<file path="src/rtl/pll_regbank.sv">
// rtl/pll_regbank.sv - parametrised PLL config/status register bank with RO, W1C and shadowed registers
module pll_regbank #(
    parameter int                  NREGS       = 16,
    parameter int                  AW          = 8,
    parameter int                  DW          = 8,
    parameter logic [NREGS*DW-1:0] RST_VAL     = '0,
    parameter logic [NREGS*DW-1:0] WR_MASK     = '1,
    parameter logic [NREGS*DW-1:0] RD_MASK     = '1,
    parameter logic [NREGS-1:0]    RO_MAP      = '0,
    parameter logic [NREGS-1:0]    W1C_MAP     = '0,
    parameter logic [NREGS-1:0]    SHADOW_MAP  = '0,
    parameter logic [AW-1:0]       COMMIT_ADDR = AW'(8'hFF)
) (
    input  logic                sclk,
    input  logic                rstn,
    input  logic                wre,
    input  logic                rde,
    input  logic [AW-1:0]       addr,
    input  logic [DW-1:0]       din,
    output logic [DW-1:0]       dout,
    output logic                rdvalid,
    output logic                addr_err,
    output logic                commit_pulse,
    input  logic [NREGS*DW-1:0] sts_in,
    input  logic [NREGS*DW-1:0] evt_in,
    output logic [NREGS*DW-1:0] reg_q
);

    localparam logic [AW:0] NREGS_W = (AW+1)'(NREGS);

    logic          in_range;
    logic          is_commit;
    logic          commit;
    logic          bad_access;
    logic [DW-1:0] view [NREGS];
    logic [DW-1:0] rd_sel;

    assign in_range   = {1'b0, addr} < NREGS_W;
    assign is_commit  = addr == COMMIT_ADDR;
    assign commit     = wre && is_commit && din[0];
    assign bad_access = (wre || rde) && !in_range && !is_commit;

    for (genvar i = 0; i < NREGS; i++) begin : g_reg
        localparam logic [DW-1:0] RV = RST_VAL[i*DW +: DW];
        localparam logic [DW-1:0] WM = WR_MASK[i*DW +: DW];
        localparam logic [DW-1:0] RM = RD_MASK[i*DW +: DW];

        logic wr_hit;
        logic unused_in;

        assign wr_hit    = wre && (addr == AW'(i));
        assign unused_in = ^{sts_in[i*DW +: DW], evt_in[i*DW +: DW], wr_hit};

        if (RO_MAP[i]) begin : g_ro
            assign view[i]             = sts_in[i*DW +: DW] & RM;
            assign reg_q[i*DW +: DW]   = view[i];
        end else begin : g_rw
            logic [DW-1:0] stg;
            logic [DW-1:0] nxt;

            // Event sets are ORed in after the clear so a simultaneous set wins.
            always_comb begin
                nxt = stg;
                if (W1C_MAP[i])
                    nxt = (stg & ~(din & WM & {DW{wr_hit}})) | evt_in[i*DW +: DW];
                else if (wr_hit)
                    nxt = (stg & ~WM) | (din & WM);
            end

            always_ff @(posedge sclk or negedge rstn) begin
                if (!rstn) stg <= RV;
                else       stg <= nxt;
            end

            assign view[i] = stg & RM;

            if (SHADOW_MAP[i]) begin : g_sh
                logic [DW-1:0] shd;
                always_ff @(posedge sclk or negedge rstn) begin
                    if (!rstn)       shd <= RV;
                    else if (commit) shd <= stg;
                end
                assign reg_q[i*DW +: DW] = shd;
            end else begin : g_nsh
                assign reg_q[i*DW +: DW] = stg;
            end
        end
    end

    // Unimplemented and commit addresses fall through to zero.
    always_comb begin
        rd_sel = '0;
        for (int k = 0; k < NREGS; k++)
            if (addr == AW'(k)) rd_sel = view[k];
    end

    always_ff @(posedge sclk or negedge rstn) begin
        if (!rstn) begin
            dout         <= '0;
            rdvalid      <= 1'b0;
            addr_err     <= 1'b0;
            commit_pulse <= 1'b0;
        end else begin
            rdvalid      <= rde;
            addr_err     <= bad_access;
            commit_pulse <= commit;
            if (rde) dout <= rd_sel;
        end
    end

endmodule

</file>
<file path="config.mk">
export PLATFORM = sky130hd
export DESIGN_NAME = pll_regbank
export DESIGN_NICKNAME = d
export VERILOG_FILES = /design/src/rtl/pll_regbank.sv
export SDC_FILE = /design/constraint.sdc
export NUM_CORES = 1
export LEC_CHECK = 0
export CAP_MARGIN = 40
export CORE_AREA = 2 2 160 162
export CTS_BUF_LIST = sky130_fd_sc_hd__clkbuf_2 sky130_fd_sc_hd__clkbuf_4 sky130_fd_sc_hd__clkbuf_8
export DETAILED_ROUTE_END_ITERATION = 6
export DIE_AREA = 0 0 162 164
export MAX_ROUTING_LAYER = met4
export PLACE_DENSITY = 0.7
export SYNTH_ARGS = -nofsm -noshare
export SYNTH_HDL_FRONTEND = slang
export SYNTH_SLANG_ARGS = --single-unit
</file>
<file path="constraint.sdc">
create_clock -name sclk -period 1.4 [get_ports sclk]
set_input_delay 0.28 -clock sclk [delete_from_list [all_inputs] [get_ports sclk]]
set_output_delay 0.28 -clock sclk [all_outputs]
set_load 0.01 [all_outputs]
</file>
==> summary.md <==
| Metric | Value |
|---|---|
| DR DRC count | `0` |
| Worst vdd ir | `0.0004340 V` |
| DR WL/cell | `roughly 22 um` |
| Gate Count Post-Synth | `about 600` |
| Mapped Area | `a little under 0.007 mm2` |
| Worst reg2reg endpoint | `dout[4]` |
| Outcome | `complete, but fails checks` |
| Sw frac | `between 20% and 30%` |
| Met3 Use GR | `approximately 5%` |
| Longest Clk Path Bufs | `2` |
| Post-layout minimum cycle time | `around 1.6 ns` |
| Worst skew pair latency | `about 0.48 ns` |
| Initial antenna violation count | `1` |
| Most Crowded Layer GR | `met2` |
| GRT overflow | `0` |
| DPL Wire Length | `between 20 and 25 mm` |
| Gp weighted congestion | `between 0.9 and 1` |
| Final hold vios | `0` |
| CTS tree | `built` |
| First-pass GRT wire length | `roughly 45 mm` |
| Port Buffers | `158` |
| Worst setup path class | `flip-flop to flip-flop` |
| GRT Total Usage | `around a quarter` |
| Slew @ Worst Pin | `between 0.4 and 0.5 ns` |
| Req. time, crit path | `~1.8 ns` |
| Site row count | `58` |
| Critical path's slowest cell | `dfrtp_1` |
| Fraction of layout cells with a size suffix above 1 | `between 60 and 70%` |
| RSZ-0062 raised after global routing | `true` |
| Cells along the critical path | `buf_6, mux2i_2, o21ai_2, a221oi_2, a41oi_2, o221a_2` |
| Clock power frac | `a little over a third` |
| Net Sw Power | `roughly 2.9 mW` |
| Failing checks | `setup timing` |
| Total die area | `about 0.027 mm2` |
| Crit-path max cell delay | `roughly 0.4 ns` |
| Final worst path period share | `116.4%` |
| Hold Crit Class | `input pin to asynchronous set/reset pin` |
| TritonCTS Buffers | `17` |
| Post-synth net total | `859` |
| Distinct cells, synth | `64` |
| Post-synth EDFFs | `0` |
| Final nets | `~1300` |
| Crit. End Element | `flip-flop` |
| Mean post-synth cell area | `11.66 um2` |
| Pleak | `around 6 nW` |
| Synth-to-layout area growth | `78.98%` |
| Total wire length | `between 30 and 40 mm` |
| Final number of setup-violating endpoints | `~110` |
| FF-to-FF Start | `g_reg[12].g_rw.stg[4]` |
| Sequential Power Share | `about 44%` |
| Final ANT Viol Nets | `0` |
| FF-to-FF path depth | `6` |
| Yosys warning total | `0` |
| CTS clk-pin slew, worst paths | `~0.09 ns` |
| Largest net degree at the start of global routing | `53` |
| Final Max Slew Viols | `0` |
| Highest clock rate | `between 600 and 700 MHz` |
| CP max FO | `2` |
| Pwr/cell area | `~800 mW/mm2` |
| Final Total Pwr | `just under 10 mW` |
| 1st-pass router iterations | `5` |
| Met1 Use GR | `between 20% and 30%` |
| Startpoint Class | `flip-flop` |
| FF+latch count, synth | `between 100 and 150` |
| Vias in the first global route | `approximately 7400` |
| Setup WS post-layout | `-0.2297 ns` |
| Worst Skew | `between 0.02 and 0.03 ns` |
| Critical Path AT | `roughly 2.0 ns` |
| Root Driver | `clkbuf_8` |
| Seq/Total Area, Yosys | `between 50% and 60%` |
| Delay-heaviest family, CP | `compound AO/OA/AOI/OAI gates` |
| Max_cap viols | `0` |
| Number of buffers and inverters on the critical path | `1` |
| Die height | `around 160 um` |
| H-tree depth | `4` |
| CTS sink cnt | `~140` |
| Asr flop ratio synth | `between 90% and 100%` |
| Ys flop type | `dfrtp_1` |
| Power Internal | `6.990 mW` |
| Vias | `around 6900` |
| # IOs | `just over 400` |
| Post-route cell area | `between 0.01 and 0.015 mm2` |
| Rel. slew slack | `roughly two thirds` |
| Met2 usage | `37.29%` |
| DR vias/cell | `between 5 and 6` |
| Placed inst area | `0.01022 mm2` |
| Die Width | `~160 um` |
| Combinational power share | `roughly a fifth` |
| Initial Util | `27.39%` |
| R2r setup slk | `-0.23 ns` |
| Initial DRC count | `~480` |
| Core Box Area | `0.02482 mm2` |
## Yosys cell counts, drive strengths merged (3+ instances only)
cell type,number,area (um2)
nand2b,5,31.28
and3,3,18.77
and2,3,18.77
o21ai,29,145.1
nor2,40,190.2
a221oi,4,35.03
a22oi,11,82.58
nor2b,10,62.56
a21boi,3,22.52
nor3,8,40.04
clkbuf,23,86.33
o22ai,11,68.82
nand3,9,45.04
o2111ai,3,26.28
inv,4,15.01
a21oi,24,120.1
nor4,3,33.78
mux2i,11,110.1
a211oi,4,30.03
o211ai,5,37.54
dfrtp,139,3478
buf,12,66.32
nand2,43,173.9
o31ai,3,22.52
mux2,130,1464
a31oi,5,31.28
## stage by stage
step / setup TNS (ns) / worst slack [ns] / hold WS (ns) / std cells / util, %
final: -5.173 / -0.2297 / 0.2019 / 1364 / 49.02
after global routing: -9.537 / -0.2428 / 0.1995 / 1364 / 49.02
after CTS: -2.673 / -0.1349 / 0.1814 / 1354 / 48.47
after detailed placement: -122.24 / -1.146 / 0.1149 / 1198 / 41.17
after global placement: -121.59 / -1.120 / 0.1134 / 1198 / 41.17
after floorplan: -37.26 / -0.3337 / -0.01559 / 583 / -
## final cells by class
cell class	instances	area, um2
fillers	2200	12650
flip-flops and latches	139	3483
well taps	330	412.9
diodes	1	2.502
inverters	6	22.52
multi-input cells	404	3899
clock inverters	12	138.9
clock buffers	20	262.8
repair buffers	452	3945
## worst register-to-register path: stages (launching register included)
cell and delay, ns:
dfrtp_1 0.41, buf_6 0.14, mux2i_2 0.22, o21ai_2 0.09, a221oi_2 0.28, a41oi_2 0.11
o221a_2 0.28
## worst max-delay path by stage
stage                     slack, ns  cells after the start                     to                  start
final                         -0.23                      6                dout[4]  g_reg[12].g_rw.stg[4]
after floorplan               -0.33                      4  g_reg[11].g_rw.stg[0]                addr[4]
after detailed placement      -1.15                      7                dout[4]                addr[6]
after global placement        -1.12                      7                dout[4]                addr[6]
after CTS                     -0.13                      6                dout[4]  g_reg[12].g_rw.stg[4]
after global routing          -0.24                      8                dout[0]   g_reg[2].g_rw.stg[0]
## flip-flops by register name, summed over array words and instances (netlist names)
name and flops:
addr_err 1, commit_pulse 1, rdvalid 1, g.g_rw.stg 128
dout 8
## power by group through the flow
stage          logic, mW  clock network (mW)  registers (mW)
3_3_place_gp        1.62                   0            4.48
2_1_floorplan      0.478                   0            4.50
4_1_cts             2.01                3.44            4.35
5_1_grt             2.19                3.60            4.38
6_report            2.08                3.42            4.35
3_5_place_dp        1.64                   0            4.48
## kinds of logic after synthesis
kind of cell	share of synthesized area (%)
multiplexers	23.49
flip-flops	51.17
AND/OR/NAND/NOR	10.29
AO/OA/AOI/OAI	12.48
buffers and inverters	2.577
## routing by layer
layer | wire [um] | up-vias
met5 | 0 | -
met1 | 12770 | 3461
met4 | 886 | 0
met3 | 2067 | 68
li1 | - | 3048
met2 | 14450 | 324
## timing repair
action	CTS	global route
hold endpoints to repair	139	0
pin swaps	40	35
resized for setup	746	104
cloned	4	0
setup buffers	120	18
endpoints found under the setup margin	275	193
hold buffers	1	0
## layout by cell type, fill, tap and decap left out, drive strengths merged, types with 11 or more instances in the layout
cell	count
buf	418
dfrtp	139
a21oi	24
mux2i	11
clkbuf	37
mux2	130
nor2	40
o22ai	11
nand2	44
o21ai	29
a22oi	11
No activity file was read; power rests on OpenSTA's default activity.
